[config.mk]
export PLATFORM = sky130hd
export DESIGN_NAME = data_mem_bridge
export DESIGN_NICKNAME = d
export VERILOG_FILES = /design/src/rtl/data_mem_bridge.sv
export SDC_FILE = /design/constraint.sdc
export NUM_CORES = 1
export LEC_CHECK = 0
export CAP_MARGIN = 20
export CORE_UTILIZATION = 38
export DETAILED_ROUTE_END_ITERATION = 8
export PLACE_DENSITY = 0.73
export SETUP_SLACK_MARGIN = 0.1
export SYNTH_ARGS = -nofsm -noshare
export SYNTH_HDL_FRONTEND = slang
export SYNTH_SLANG_ARGS = --single-unit
[constraint.sdc]
create_clock -name clk -period 3.3 [get_ports clk]
set_clock_uncertainty 0.1 [all_clocks]
set_input_delay 0.825 -clock clk [delete_from_list [all_inputs] [get_ports clk]]
set_output_delay 0.825 -clock clk [all_outputs]
set_load 0.01 [all_outputs]
[src/rtl/data_mem_bridge.sv]
// data_mem_bridge: connects the CPU data port to a req/ack word RAM, posting stores into a FIFO.
// Define DMB_FORWARD_EN to enable store-to-load forwarding from the write buffer.
module data_mem_bridge #(
  parameter int DEPTH = 4,
  parameter int CW    = 3
) (
  input  logic          clk,
  input  logic          reset,
  input  logic [31:0]   cpu_addr,
  input  logic [31:0]   cpu_wdata,
  input  logic          cpu_read,
  input  logic          cpu_write,
  output logic [31:0]   cpu_rdata,
  output logic          stall,
  output logic          mem_req,
  output logic          mem_we,
  output logic [29:0]   mem_addr,
  output logic [31:0]   mem_wdata,
  input  logic          mem_ack,
  input  logic [31:0]   mem_rdata,
  output logic [CW-1:0] wb_count
);

  localparam int PW = $clog2(DEPTH);

  typedef enum logic [1:0] {IDLE, DRAIN, READ, DONE} state_t;

  state_t         state, state_next;
  logic [29:0]    wb_addr [DEPTH];
  logic [31:0]    wb_data [DEPTH];
  logic [PW-1:0]  head, tail, head_next;
  logic [CW-1:0]  count, count_next;
  logic [29:0]    word_addr;
  logic           addr_lsb_unused;
  logic           full, push, pop, rd_ack;
  logic           req_next, we_next;
  logic [29:0]    addr_next;
  logic [31:0]    wdata_next;

  assign word_addr       = cpu_addr[31:2];
  assign addr_lsb_unused = ^cpu_addr[1:0];
  assign full            = (count == CW'(DEPTH));
  assign push            = cpu_write && !cpu_read && !full;
  assign pop             = (state == DRAIN) && mem_req && mem_ack;
  assign rd_ack          = (state == READ) && mem_req && mem_ack;
  assign head_next       = pop ? head + PW'(1) : head;
  assign wb_count        = count;

  always_comb begin
    count_next = count;
    if (push && !pop)
      count_next = count + CW'(1);
    else if (pop && !push)
      count_next = count - CW'(1);
  end

`ifdef DMB_FORWARD_EN
  // Newest matching entry wins; the head is excluded on the edge it is being popped.
  logic        fwd_hit;
  logic [31:0] fwd_data;

  always_comb begin
    fwd_hit  = 1'b0;
    fwd_data = '0;
    for (int k = 0; k < DEPTH; k++) begin
      if ((CW'(k) < count) && !(pop && (k == 0)) &&
          (wb_addr[head + PW'(k)] == word_addr)) begin
        fwd_hit  = 1'b1;
        fwd_data = wb_data[head + PW'(k)];
      end
    end
  end
`endif

  always_ff @(posedge clk or negedge reset) begin
    if (!reset)
      state <= IDLE;
    else
      state <= state_next;
  end

  always_comb begin
    state_next = state;
    case (state)
      IDLE: begin
`ifdef DMB_FORWARD_EN
        if (cpu_read && fwd_hit)
          state_next = DONE;
        else if (cpu_read)
          state_next = READ;
        else if (count != '0)
          state_next = DRAIN;
`else
        if (cpu_read && (count == '0))
          state_next = READ;
        else if (count != '0)
          state_next = DRAIN;
`endif
      end
      DRAIN: begin
        if (pop) begin
`ifdef DMB_FORWARD_EN
          if (cpu_read && fwd_hit)
            state_next = DONE;
          else if (cpu_read)
            state_next = READ;
          else if (count_next != '0)
            state_next = DRAIN;
          else
            state_next = IDLE;
`else
          if (cpu_read && (count_next == '0))
            state_next = READ;
          else if (count_next != '0)
            state_next = DRAIN;
          else
            state_next = IDLE;
`endif
        end
      end
      READ: begin
        if (rd_ack)
          state_next = DONE;
      end
      DONE: state_next = IDLE;
      default: state_next = IDLE;
    endcase
  end

  // Memory-side values are computed from the next state so they are registered on entry.
  always_comb begin
    stall      = reset && ((cpu_read && (state != DONE)) ||
                           (cpu_write && !cpu_read && full));
    req_next   = (state_next == DRAIN) || (state_next == READ);
    we_next    = (state_next == DRAIN);
    addr_next  = mem_addr;
    wdata_next = mem_wdata;
    if (state_next == DRAIN) begin
      if (pop && (count == CW'(1))) begin
        addr_next  = word_addr;
        wdata_next = cpu_wdata;
      end else begin
        addr_next  = wb_addr[head_next];
        wdata_next = wb_data[head_next];
      end
    end else if (state_next == READ) begin
      addr_next  = word_addr;
      wdata_next = '0;
    end
  end

  always_ff @(posedge clk or negedge reset) begin
    if (!reset) begin
      mem_req   <= 1'b0;
      mem_we    <= 1'b0;
      mem_addr  <= '0;
      mem_wdata <= '0;
    end else begin
      mem_req   <= req_next;
      mem_we    <= we_next;
      mem_addr  <= addr_next;
      mem_wdata <= wdata_next;
    end
  end

  always_ff @(posedge clk or negedge reset) begin
    if (!reset) begin
      head  <= '0;
      tail  <= '0;
      count <= '0;
    end else begin
      head  <= head_next;
      count <= count_next;
      if (push)
        tail <= tail + PW'(1);
    end
  end

  always_ff @(posedge clk) begin
    if (push) begin
      wb_addr[tail] <= word_addr;
      wb_data[tail] <= cpu_wdata;
    end
  end

  always_ff @(posedge clk or negedge reset) begin
    if (!reset)
      cpu_rdata <= '0;
    else if (rd_ack)
      cpu_rdata <= mem_rdata;
`ifdef DMB_FORWARD_EN
    else if (state_next == DONE)
      cpu_rdata <= fwd_data;
`endif
  end

endmodule

After elaboration in Yosys (flattened, before gate mapping)
Memory sizes are Yosys's and may differ from the RTL's.
Index checks and enable logic that the tools add are counted.
{"block": "totals", "out_inout_bits": 100, "latch_bits": 0, "ram_bits": 248, "memories": 2, "reg_bits": 105, "mem_bits_ro": 0, "wordCells": 67}
{"name": "wb_data", "words": 4, "width": 32, "rd": 1, "rd_ports_with_merged_regs": 0, "wr": 1, "line": "30", "source": "logic [31:0] wb_data [DEPTH];"}
{"name": "wb_addr", "words": 4, "width": 30, "rd": 1, "rd_ports_with_merged_regs": 0, "wr": 1, "line": "29", "source": "logic [29:0] wb_addr [DEPTH];"}
{"block": "op_classes", "magnitude_cmp": 0, "multipliers": 0, "n_eq_ne": 8, "shifts": 0, "n_reduce_logical": 26, "add_sub_neg": 4, "n_bitwise": 0, "div_mod_pow": 0, "mux": 18}
{"cell": "$mux W32", "n": 3}
{"cell": "$mux W30", "n": 3}
{"cell": "$logic_and A1 B1 Y1", "n": 14}
{"cell": "$mux W2", "n": 6}
{"cell": "$pmux W2 S4", "n": 1}
{"cell": "$eq A2 B2 Y1 const B", "n": 3}
{"cell": "$logic_not A3 Y1", "n": 2}
{"cell": "$mux W3", "n": 2}
{"cell": "$reduce_bool A3 Y1", "n": 2}
{"cell": "$add A2 B1 Y2 const B", "n": 2}
{"cell": "$eq A2 B1 Y1 const B", "n": 2}
{"cell": "$logic_not A1 Y1", "n": 4}
{"cell": "$add A3 B1 Y3 const B", "n": 1}
{"cell": "$eq A3 B1 Y1 const B", "n": 1}
{"cell": "$eq A3 B3 Y1 const B", "n": 1}
{"cell": "$mux W1", "n": 3}
{"cell": "$sub A3 B1 Y3 const B", "n": 1}
{"cell": "$logic_not A2 Y1", "n": 1}
{"cell": "$logic_or A1 B1 Y1", "n": 2}
{"cell": "$ne A2 B2 Y1 const B", "n": 1}
{"cell": "$reduce_bool A2 Y1", "n": 1}

Logic depth before layout (Yosys ltp)
Gate-level depths: netlist of run 1.
{"block": "depth", "depth_word": 15, "mapped_depth": 13, "ltp_nobuf": 12}

Least setup slack after synthesis of run 1
No wires, ideal clock.
{"block": "synth_timing", "path_kind": "input port to flip-flop", "start": "input port cpu_read", "end": "memory wb_addr[0][0], enable pin", "path_stages": 4, "arrival_ps": 3019, "t_required_ps": 2774, "setup_slack_ps": -246, "n_path_buf": 1, "cell_sequence": "nand2b_1 a21oi_1 clkbuf_1 and2_1"}
{"block": "synth_between", "elab_chain_len": 5}
{"element": "start: declaration", "line": "11", "source": "input logic cpu_read,"}
{"element": "$logic_not A1 Y1", "line": "43", "source": "assign push = cpu_write && !cpu_read && !full;"}
{"element": "$logic_and A1 B1 Y1 (2 in series)", "line": "43"}
{"element": "$mux W1", "line": "180", "source": "if (push) begin"}
{"element": "$mux W1 (implied by the code)", "line": "181", "source": "wb_addr[tail] <= word_addr;"}
{"element": "end: declaration", "line": "29"}
Every way passes these cells.

Worst setup path in the final report of run 1
{"block": "layout_timing", "start": "input port cpu_read", "end": "register mem_wdata[2]"}
{"block": "layout_between", "elab_chain_len": 14}
{"element": "$logic_not A1 Y1 *", "line": "43"}
{"element": "$logic_and A1 B1 Y1 * (2 in series)", "line": "43"}
{"element": "$logic_not A1 Y1", "line": "53", "source": "else if (pop && !push)"}
{"element": "$logic_and A1 B1 Y1", "line": "53"}
{"element": "$mux W3", "line": "53"}
{"element": "$mux W3 *", "line": "51", "source": "if (push && !pop)"}
{"element": "net count_next[2]", "line": "32", "source": "logic [CW-1:0] count, count_next;"}
{"element": "$reduce_bool A3 Y1 / $logic_not A3 Y1 (equally long branches)", "line": "114, 112"}
{"element": "$mux W1 / $logic_and A1 B1 Y1 (equally long branches)", "line": "114, 112"}
{"element": "$mux W2 *", "line": "112", "source": "if (cpu_read && (count_next == '0))"}
{"element": "$mux W2 *", "line": "101", "source": "if (pop) begin"}
{"element": "$pmux W2 S4 *", "line": "84", "source": "case (state)"}
{"element": "$eq A2 B1 Y1 / $eq A2 B2 Y1 (equally long branches)", "line": "138, 146"}
{"element": "$mux W32 / $reduce_bool A2 Y1 (equally long branches)"}
{"element": "end signal: assignment", "line": "162", "source": "mem_wdata <= wdata_next;"}
{"element": "end: declaration", "line": "18", "source": "output logic [31:0] mem_wdata,"}
Mark *: on every way through the listed nets, which the timed path passes. The rest lies on a longest branch.
A chain may end at the register's enable or synchronous reset.

==> results by group, run 1 <==
Yosys
  • Synth Register Bits: roughly 350
  • Adder-cell share of the synthesized area: less than 1%
  • Post-synth ARST share: between 20% and 30%
  • Simple-gate area share of the yosys netlist: between 10% and 20%
  • Synth Area in XOR/XNOR: 0.3524%
  • Synth warn: 0
  • Post-synth EDFFs: between 200 and 250
  • Syn nets: about 1200
  • Cell area after synthesis: approximately 0.015 mm²
  • Count of cell types in the netlist: 50
  • Register area share after synthesis: slightly below 70%
  • Leading area contributor after synthesis: edfxtp_1
  • Largest family of logic cells by synthesized area: simple AND/OR/NAND/NOR gates
  • Synth Area per Inst: 13.12 µm²
  • Cell count after synthesis: 1109
  • Mux cell area share after synthesis: ~2.7%
  • Top-area cell type share of the netlist area: 51.16%
  • Synth top area cells: edfxtp_1, dfrtp_1, nor3_1, nand3_1, mux2_2
  • Ys flop type: edfxtp_1
  • Post-synthesis compound-gate area fraction: between 7 and 8%

Setup path
  • Crit-path max FO: 32
  • Critical Path RT: 3.67 ns
  • CP peak stage delay: around 0.42 ns
  • Critical path type: in2reg
  • Top delay family on crit path: compound AO/OA/AOI/OAI gates
  • Worst Path Buf+Inv: 3
  • Worst Setup Start Kind: primary input
  • Endpoint type of the worst setup path: register
  • Worst path slowest cell: clkdlybuf4s50_1
  • CP arrival: between 3 and 4 ns
  • CP Cell Sequence: clkdlybuf4s50_1 > nand2b_1 > buf_4 > o221ai_2 > nand4_1 > a211oi_2 > a21oi_2 > ha_4 > nor3b_4 > buf_12 > a22oi_1 > o21ai_1

Layout
  • Diode count: 0
  • Commonest non-fill, non-tap cells in the layout: edfxtp_1, nor3_1, clkdlybuf4s50_1
  • Layout cells sized above 1: 12.65%
  • Commonest non-fill, non-tap cell in the layout: edfxtp_1
  • Fin nets: ~1400
  • Filler cell count: about 3200
  • Final Core Density: between 40% and 50%
  • Final instance area: about 0.019 mm²
  • Area grow syn2layout: 28.84%

Timing
  • Hold Vio Cnt, Final: 0
  • Measured slew at the worst slew-check pin: 0.7893 ns
  • F_max: around 320 MHz
  • RSZ-0062 raised after global routing: yes
  • Fin. max-slew vios: 0
  • Crit path time final: a little over 3 ns
  • Final setup fails: 0
  • Period Utilization, post-route: between 90 and 100%
  • Max_slew headroom: a little under half
  • Final WS setup: 0.2042 ns

Floorplanning
  • Die footprint: between 0.03 and 0.04 mm²
  • Total I/O pin count: 201
  • Die width: 197.7 µm
  • Die Y: 197.7 µm
  • Core area: 0.03767 mm²
  • Starting density of the core: 38.64%
  • FP Rows: 71

CTS
  • Sink Count: between 300 and 400
  • Clock transition at the registers of the reported paths: 0.06 ns
  • Root Driver: clkbuf_16
  • CTS tree: yes
  • CTS Buf Count: 39
  • H-tree Lvls: 2
  • Longest Clk Path Bufs: 3
  • Clock insertion delay at the later pin of the skew report: roughly 0.54 ns

Worst hold path
  • Worst hold path class: in2async

Global routing
  • Pin count of the biggest net entering global routing: ~130
  • First-pass GRT wire length: approximately 59000 µm
  • Met1 usage: around a quarter
  • Most crowded layer after global routing: met2
  • Initial antenna violation count: 2
  • Vias in the first global route: 10660
  • M2 GR Usage: 33.44%
  • Grt total ovfl: 0
  • Overall global routing resource usage: 19.74%
  • GR Layer Usage met3: under 10%

Place
  • Cell area after placement: about 0.017 mm²
  • Port Buffers: 198
  • Setup slack at placement: -0.3934 ns
  • Routability cong.: around 0.74
  • Dpl hpwl: about 22000 µm

Drt
  • Via count: about 11000
  • DRT Wirelength: 39090 µm
  • DR pass1 iterations: 5
  • Post-route ant nets: 0
  • DRC: 0
  • Drt initial violations: approximately 730
  • Vias per cell: between 5 and 6
  • Drt wl/cell: roughly 21 µm

Pwr
  • Maximum vdd drop: around 0.81 mV
  • Leak: between 6 and 7 nW
  • Power per cell area: roughly 1000 mW/mm²

Run
  • Max-cap violations: 0

Outcome
  • Status: complete, no violations
## cells by family after synthesis
group,Yosys count
DFF,353
AOI/OAI and AO/OA,160
adders and majority gates,11
xor gates and xnor gates,5
buffers and inverters,102
muxes,35
and+or+nand+nor,443
## sequential cells by signal (all words and copies together) (netlist names)
register	count
wb_data	128
wb_addr	120
cpu_rdata	32
mem_wdata	32
mem_addr	30
wb_count	3
head	2
state	2
tail	2
mem_req	1
mem_we	1
## where the power goes
part           switching, mW  leakage (nW)  internal (mW)  total [mW]
sequential             0.560          3.55           5.80        6.36
clock                   1.81         0.688           2.91        4.72
combinational           4.69          2.28           3.51        8.20
## synthesized netlist by cell type, types with 3 or more instances
| master | count |
|---|---|
| o221ai_1 | 33 |
| ha_1 | 9 |
| a21oi_1 | 5 |
| o21ai_1 | 32 |
| inv_1 | 8 |
| nor4_1 | 56 |
| o22ai_1 | 31 |
| and2_1 | 6 |
| nand2_1 | 44 |
| nor2_1 | 7 |
| clkbuf_1 | 28 |
| mux2_2 | 32 |
| buf_2 | 42 |
| mux2i_1 | 3 |
| xnor2_1 | 4 |
| nand2b_1 | 4 |
| a31oi_1 | 4 |
| nor3_1 | 228 |
| o21ai_0 | 11 |
| buf_6 | 6 |
| edfxtp_1 | 248 |
| a22oi_1 | 32 |
| nand3_1 | 85 |
| dfrtp_1 | 105 |
| buf_4 | 14 |
| buf_1 | 4 |
## final timing paths
| kind | to | from | cells past startpoint | slack (ns) |
|---|---|---|---|---|
| worst max-delay path | mem_wdata[2] | cpu_read | 12 | 0.20 |
| max in group asynchronous | wb_count[0] | reset | 2 | 2.22 |
| worst max register to register | mem_wdata[2] | state[1] | 11 | 0.41 |
| min in group clk | mem_addr[11] | mem_addr[11] | 2 | 0.38 |
| worst min register to register | mem_addr[11] | mem_addr[11] | 2 | 0.38 |
| worst min-delay path | mem_addr[29] | reset | 2 | 0.36 |
## layout make-up
| cell class | instances | area, µm² | area share, % |
|---|---|---|---|
| clock buffers | 47 | 1047 | 5.584 |
| inverters | 8 | 30.03 | 0.1601 |
| flip-flops and latches | 353 | 10070 | 53.72 |
| repair buffers | 249 | 2590 | 13.81 |
| well taps | 511 | 639.4 | 3.409 |
| multi-input cells | 654 | 4018 | 21.42 |
| clock inverters | 25 | 354.1 | 1.888 |
## through the flow
| step | hold slack [ns] | TNS [ns] | power (mW) | instances |
|---|---|---|---|---|
| after floorplan | 0.3912 | 0 | 10.96 | 1109 |
| after global placement | 0.3672 | -13.92 | 14.11 | 1768 |
| after detailed placement | 0.3686 | -19.56 | 14.40 | 1768 |
| after CTS | 0.3834 | 0 | 19.17 | 1840 |
| after global routing | 0.4087 | 0 | 20.36 | 1847 |
| final | 0.3648 | 0 | 19.29 | 1847 |
## layer usage
metal,vias to the layer above,routed length (µm)
met2,460,19260
met5,-,31
met3,71,3545
met4,4,896
li1,4732,-
met1,5273,15350
## repair_timing
item | CTS | global route
setup endpoints to repair | 0 | 63
hold buffers | 0 | 0
setup buffers | 0 | 6
resized for setup | 0 | 7
Note: power is estimated with default switching activity, not from simulation.
==> inputs of run 2 (changes only) <==
SETUP_SLACK_MARGIN = unset   (was 0.1)
==> results by group, run 2 (synthesis results as in run 1) <==
Layout
  • Layout cells sized above 1: 12.50% (was 12.65%)
  • Regs by FF count: wb_data (128), wb_addr (120) (unchanged)
  • Area grow syn2layout: 28.76% (was 28.84%)
  • Commonest non-fill, non-tap cell in the layout: edfxtp_1 (unchanged)
  • Diode count: 0 (unchanged)
  • Fin nets: 1415 (unchanged)
  • Max reg flops: 128 (unchanged)
  • Final Core Density: 49.76% (was 49.79%)
  • Reg with most FFs: wb_data (unchanged)
  • Commonest non-fill, non-tap cells in the layout: edfxtp_1, nor3_1, clkdlybuf4s50_1 (unchanged)
  • Final instance area: 0.01874 mm² (was 0.01875 mm²)

CTS
  • Root Driver: clkbuf_16 (unchanged)
  • CTS Buf Count: 39 (unchanged)
  • Clock insertion delay at the later pin of the skew report: 0.54 ns (about the same)
  • CTS tree: yes (unchanged)
  • Clock transition at the registers of the reported paths: 0.06 ns (about the same)
  • Sink Count: 353 (unchanged)
  • H-tree Lvls: 2 (unchanged)
  • # hold bufs at CTS: 0 (unchanged)
  • Longest Clk Path Bufs: 3 (unchanged)

Pwr
  • Power per cell area: 1028 mW/mm² (about the same)
  • Maximum vdd drop: 0.8067 mV (was 0.8079 mV)
  • Leak: 6.514 nW (was 6.522 nW)

Timing
  • Max_slew headroom: 47.44% (was 47.38%)
  • Period Utilization, post-route: 95.68% (was 93.81%)
  • Measured slew at the worst slew-check pin: 0.7884 ns (was 0.7893 ns)
  • Final setup fails: 0 (unchanged)
  • Hold slack: 0.3703 ns (was 0.3648 ns)
  • Crit path time final: 3.158 ns (was 3.096 ns)
  • Hold Vio Cnt, Final: 0 (unchanged)
  • F_max: 316.7 MHz (was 323.0 MHz)
  • Fin. max-slew vios: 0 (unchanged)

Floorplanning
  • Die width: 197.7 µm (unchanged)
  • Die Y: 197.7 µm (unchanged)
  • Core area: 0.03767 mm² (unchanged)
  • Die footprint: 0.03909 mm² (unchanged)
  • Total I/O pin count: 201 (unchanged)
  • FP Rows: 71 (unchanged)
  • Starting density of the core: 38.64% (unchanged)

Place
  • Routability cong.: 0.7438 (unchanged)
  • Dpl hpwl: 22200 µm (unchanged)
  • Port Buffers: 198 (unchanged)
  • Cell area after placement: 0.01726 mm² (unchanged)

Global routing
  • Vias in the first global route: 10660 (unchanged)
  • Pin count of the biggest net entering global routing: 127 (unchanged)
  • Initial antenna violation count: 2 (unchanged)
  • Grt total ovfl: 0 (unchanged)
  • First-pass GRT wire length: 59480 µm (unchanged)
  • Overall global routing resource usage: 19.74% (unchanged)

Setup path
  • Endpoint type of the worst setup path: register (unchanged)
  • CP arrival: 3.52 ns (was 3.46 ns)
  • Worst Setup Start Kind: primary input (unchanged)
  • Crit-path max FO: 16 (was 32)
  • Critical Path RT: 3.66 ns (was 3.67 ns)
  • Critical path type: in2reg (unchanged)

Worst hold path
  • Worst hold path class: in2async (unchanged)

Run
  • Max-cap violations: 0 (unchanged)

Outcome
  • Status: complete, no violations (unchanged)

Drt
  • Via count: 10490 (was 10540)
  • DR pass1 iterations: 5 (unchanged)
  • Vias per cell: 5.678 (was 5.707)
  • Post-route ant nets: 0 (unchanged)
  • DRT Wirelength: 39120 µm (was 39090 µm)
  • Drt wl/cell: 21.18 µm (was 21.16 µm)
  • DRC: 0 (unchanged)
  • Drt initial violations: 764 (was 728)
## run 2: path summary, 6_finish.rpt
kind | startpoint | endpoint | slack (ns) | cells after the start
worst max-delay path | mem_ack | mem_wdata[2] | 0.14 | 14
worst min-delay path | reset | mem_addr[11] | 0.37 | 2
worst max register to register | wb_count[1] | mem_wdata[2] | 0.40 | 11
worst min register to register | mem_addr[11] | mem_addr[11] | 0.38 | 2
max in group asynchronous | reset | mem_addr[21] | 2.21 | 2
min in group clk | mem_addr[11] | mem_addr[11] | 0.38 | 2
## run 2: worst max-delay path: stages
cell and delay (ns):
clkdlybuf4s50_1 0.52, nand4b_1 0.16, buf_4 0.18, a2111o_1 0.40, nand4_1 0.12, a211oi_2 0.09
nor2_2 0.19, ha_4 0.20, o21ai_4 0.07, nor2_4 0.15, buf_4 0.14, buf_12 0.16
o221ai_1 0.13, o21ai_1 0.19
## run 2: power by group
group	internal, mW	leakage [nW]	switching, mW
Combinational	3.50	2.28	4.68
Clock	2.91	0.688	1.81
Sequential	5.80	3.55	0.559
Total	12.2	6.51	7.05
## run 2: metal layers
metal | share of wire, % | global-route usage, %
met5 | 0.079 | 0
met4 | 2.4 | 6.230
met3 | 8.3 | 5.178
met2 | 50 | 33.44
met1 | 40 | 24.61
## run 2: what timing repair did
action                     CTS  global route
gates resized for setup      0             4
setup endpoints to repair    0            31
setup buffers                0             6
## run 2: stage by stage
step,setup TNS [ns],std cells,power [mW],setup slack [ns]
3_5_place_dp,-19.56,1768,14.40,-0.3934
6_report,0,1847,19.27,0.1425
2_1_floorplan,0,1109,10.96,0.2515
4_1_cts,0,1840,19.17,0.1291
5_1_grt,-0.04698,1847,20.34,-0.02114
3_3_place_gp,-13.92,1768,14.11,-0.2875
## run 2: final cells by class
cell class / instances / area (µm²)
fillers: 3228 / 18920
flip-flops and latches: 353 / 10070
multi-input cells: 654 / 4009
repair buffers: 249 / 2587
clock buffers: 47 / 1047
well taps: 511 / 639.4
clock inverters: 25 / 354.1
inverters: 8 / 30.03
==> RTL change 1: new RTL, settings of run 1 <==
Re-encode `state_t` (4 states) as Gray code, 2 bits wide.
--- a/src/rtl/data_mem_bridge.sv
+++ b/src/rtl/data_mem_bridge.sv
@@ -23,7 +23,7 @@
 
   localparam int PW = $clog2(DEPTH);
 
-  typedef enum logic [1:0] {IDLE, DRAIN, READ, DONE} state_t;
+  typedef enum logic [1:0] {IDLE = 2'b00, DRAIN = 2'b01, READ = 2'b11, DONE = 2'b10} state_t;
 
   state_t         state, state_next;
   logic [29:0]    wb_addr [DEPTH];
Formal check against the unedited RTL: no difference found for any inputs over 4 cycles, from zero or initial values and one cycle with reset low; so few cycles prove little.
==> RTL change 1 against run 1 <==
- first-iteration DRC count increased by 5.5%
- sequential cell count unchanged
- utilization decreased by 0.31 points
- via count down 1.2%
- worst setup slack gained 0.14 ns
- wire length rose by 0.84%
- synthesized cell count is 3.2% higher
- clock power down 15%
- count of clock-buffer cells in the layout up 16
- total power is 2.8% higher
- cell area is 2.9% higher
- synthesized area grew 4.2%
- largest power group unchanged
- highest routed layer unchanged
==> RTL change 1: results (changes against run 1) <==
worst-case reg-to-reg path depth - 10 (-1)
Post-synth top cells - edfxtp_1, nand2_1, dfrtp_1, nor2_1, mux2i_1
Yosys cell types - 49 (-2.0%)
Pre-Repair DR Iteration Count - 5 (unchanged)
Final Net Count - 1461 (+3.3%)
fillcell total - 3321 (+2.8%)
Ys Warns - 0 (unchanged)
H-tree depth - 2 (unchanged)
top cells by area, synth - edfxtp_1, dfrtp_1, mux2i_1
vias in the first global route - 10600 (-0.21%)
dpl hpwl - 24200 um (+8.8%)
global-route wire length before repair - 60900 um (+2.3%)
Hold Crit Class - register to register
largest net degree at the start of global routing - 66 (-48%)
status - finished, final reports clean
CTS Root Cell - clkbuf_16
GRT Total Usage - 0.193 (-0.00414)
DR WL/cell - 20.8 um (-1.8%)
# resized after CTS - 3 (+3)
Post-Route WL - 39400 um (+0.84%)
Largest delay share family, worst path - flip-flops
Min-Delay Path Depth - 1
n_diodes - 0 (unchanged)
CTS max path bufs - 3 (unchanged)
WP data arrival - 2.03 ns (-1.43 ns)
Largest regs - wb_data (128), wb_addr (120)
GPL Wtd Cong - 0.795 (+6.9%)
Tightest Pin Transition - 0.845 ns (+0.0558 ns)
Post-Syn Nets - 1254 (+2.9%)
Slowest cell on crit path - dfrtp_1
dpl cells - 1829 (+3.5%)
Place WS - -0.128 ns (+0.265 ns)
Mapped Cells - 1145 (+3.2%)
maximum fanout along the worst path - 6 (-81%)
Max VDD drop - 650 uV (-20%)
Initial DRC Count - 768 (+5.5%)
LEAKAGE - 7.13 nW (+9.4%)
Max stage delay on crit path - 0.44 ns (+0.02 ns)
Seq/Total Area, Yosys - 0.664 (-0.0279)
layout cell share with drive strength beyond 1 - 0.136 (+0.00983)
via/cell ratio - 5.49 (-3.8%)
initial antenna violation count - 1 (-1)
==> RTL change 1: stage by stage <==
stage	total power, mW	instance area, um2	utilization
detailed placement	15.9	18100	0.465
finish	19.8	19300	0.495
global route	20.9	19300	0.495
CTS	20.0	19300	0.495
global placement	15.6	18100	0.465
floorplan	12.2	15200	-
==> RTL change 1: worst paths after layout <==
path,startpoint,to,slack (ns)
max,wb_count[1],stall,0.35
min,mem_wdata[9],mem_wdata[9],0.39
max reg2reg,wb_count[1],mem_wdata[20],0.64
min reg2reg,mem_wdata[9],mem_wdata[9],0.39
max in group asynchronous,reset,cpu_rdata[1],1.33
min in group asynchronous,reset,mem_wdata[25],0.40
==> RTL change 1: layout make-up <==
type / instances / area, um2 / share of cell area
flip-flops and latches: 353 / 10100 / 0.522
multi-input cells: 695 / 4730 / 0.245
repair buffers: 253 / 2640 / 0.137
clock buffers: 63 / 1140 / 0.0589
well taps: 518 / 648 / 0.0336
inverters: 10 / 37.5 / 0.00195
clock inverters: 5 / 31.3 / 0.00162
==> RTL change 1: metal layers <==
| metal | routed length, um | track usage |
|---|---|---|
| met1 | 16500 | 0.246 |
| met2 | 19700 | 0.328 |
| met3 | 2660 | 0.0448 |
| met4 | 584 | 0.0568 |
| met5 | 14 | 0 |
==> RTL change 1: cell families (layout without fill, tap and decap cells) <==
family,count (synthesis),after routing,synth area share
AOI/OAI and AO/OA,228,228,0.121
xor gates and xnor gates,4,4,0.00231
adders and majority gates,8,8,0.00660
buffers and inverters,97,331,0.0279
DFF,353,353,0.664
muxes,122,122,0.0840
and+or+nand+nor,333,333,0.0936
==> RTL change 1: where the power goes <==
part,internal [mW],total (mW),switching (mW)
sequential,5.83,6.36,0.531
combinational,4.39,9.47,5.07
clock,2.34,3.99,1.64
==> RTL change 2: new RTL, flow settings as in run 1 <==
Made on the original files. Add a define of `DMB_FORWARD_EN`.
--- a/src/rtl/data_mem_bridge.sv
+++ b/src/rtl/data_mem_bridge.sv
@@ -1,5 +1,7 @@
 // data_mem_bridge: connects the CPU data port to a req/ack word RAM, posting stores into a FIFO.
 // Define DMB_FORWARD_EN to enable store-to-load forwarding from the write buffer.
+`define DMB_FORWARD_EN
+
 module data_mem_bridge #(
   parameter int DEPTH = 4,
   parameter int CW    = 3
Function: changed (a bounded check fails within 4 cycles, from zero or initial values and one cycle with reset low).
==> RTL change 2 against run 1 <==
- the run now ends with negative setup slack left
- sequential cell count unchanged
- synthesized area up 61%
- first-iteration DRC count rose to 2.8 times the old value
- cell area up 64%
- worst setup slack worse by 1.1 ns
- total power up 39%
- register-to-register slack worse by 1.3 ns
- sequential power down 0.8%
- wire length up 110%
- worst hold slack worse by 0.13 ns
- critical path type is now register to register
- critical endpoint is now mem_addr[11]
==> RTL change 2: results (changes against run 1) <==
status - finished, violations left
failing checks - negative setup slack
Worst Setup SP - head[1]
met1 WL - 31900 um (+110%)
Slowest cell on crit path - mux4_2
Yosys cell types - 74 (+48%)
Tightest Pin Transition - 0.846 ns (+0.0571 ns)
final worst-path setup slack - -0.880 ns (-1.08 ns)
syn avg cell area - 12.8 um2 (-2.3%)
largest net degree at the start of global routing - 106 (-17%)
metal3 WL - 6910 um (+95%)
WP data arrival - 4.55 ns (+1.09 ns)
Post-synth top cells - edfxtp_1, mux4_2, mux2i_1, nand2_1, dfrtp_1
total number of vias - 19000 (+80%)
Max VDD drop - 575 uV (-29%)
TritonCTS buffer count - 41 (+5.1%)
Initial DRC Count - 2055 (+180%)
maximum fanout along the worst path - 8 (-75%)
dpl cells - 2989 (+69%)
GRT Total Usage - 0.251 (+0.0538)
top cells by area, synth - edfxtp_1, mux4_2, dfrtp_1
LEAKAGE - 11.3 nW (+74%)
worst-case reg-to-reg path depth - 17 (+6)
Post-Route WL - 80800 um (+110%)
Final Net Count - 2377 (+68%)
Post-Route Setup TNS - -71.00 ns (-71.00 ns)
GPL Wtd Cong - 0.914 (+23%)
Largest delay share family, worst path - simple AND/OR/NAND/NOR gates
RR Endpoint - mem_addr[11]
Finish-stage setup viols - 96 (+96)
grt met3 use - 0.0405 (-0.0113)
Seq/Total Area, Yosys - 0.430 (-0.262)
DR WL met2 - 39200 um (+100%)
dpl hpwl - 54600 um (+150%)
met1 capacity usage during global routing - 0.335 (+0.0893)
initial antenna violation count - 3 (+1)
clk_lat worst skew - 0.60 ns (+0.06 ns)
final core utilization - 0.509 (+0.0108)
global-route wire length before repair - 119000 um (+100%)
Post-Syn Nets - 1936 (+59%)
Max stage delay on crit path - 0.58 ns (+0.16 ns)
layout cell share with drive strength beyond 1 - 0.334 (+0.208)
fin cells - 3081 (+67%)
## RTL change 2: kinds of logic after synthesis
group | synth area share
mux | 0.300
xor+xnor | 0.0377
flops | 0.430
compound gates | 0.0997
fa+ha+maj | 0.00577
buf+inv | 0.0527
simple gates | 0.0739
## RTL change 2: worst reg2reg max path, stage by stage (launching register included)
cell and delay [ns]:
dfrtp_4 0.57, mux4_2 0.60, xnor2_1 0.16, buf_4 0.14, nand4_1 0.23, nor4_2 0.36
buf_4 0.17, o211ai_1 0.16, nor2_4 0.19, a2111oi_4 0.08, o211ai_1 0.25, buf_4 0.17
ha_4 0.14, nand2b_4 0.12, clkbuf_16 0.22, buf_4 0.15, mux2i_1 0.17, o21ai_1 0.08
## RTL change 2: per-stage QoR
stage	power [mW]	hold slack, ns	worst slack (ns)	cell area [um2]
after global placement	21.1	0.371	-1.35	28800
after detailed placement	21.4	0.378	-1.37	28800
final	26.8	0.237	-0.880	30800
after floorplan	15.7	0.416	-0.705	23600
after CTS	26.1	0.308	-0.842	30300
after global routing	28.1	0.293	-0.996	30800
## RTL change 2: power by group
group          switching (mW)  total, mW  internal, mW
sequential              0.657       6.31          5.65
combinational            7.66       16.0          8.31
clock                    1.94       4.47          2.53
total                    10.3       26.8          16.5
## RTL change 2: final cells by class
type / count / area [um2] / area share
repair buffers: 585 / 5570 / 0.181
flip-flops and latches: 353 / 10100 / 0.327
clock buffers: 59 / 1140 / 0.0371
multi-input cells: 1202 / 12600 / 0.407
inverters: 83 / 314 / 0.0102
clock inverters: 17 / 171 / 0.00556
well taps: 782 / 978 / 0.0317
## RTL change 2: repair_timing
item,in CTS,in global routing
resized for setup,31,70
setup buffers,0,9
setup endpoints to repair,98,97
cloned,0,7
pin swaps,5,10
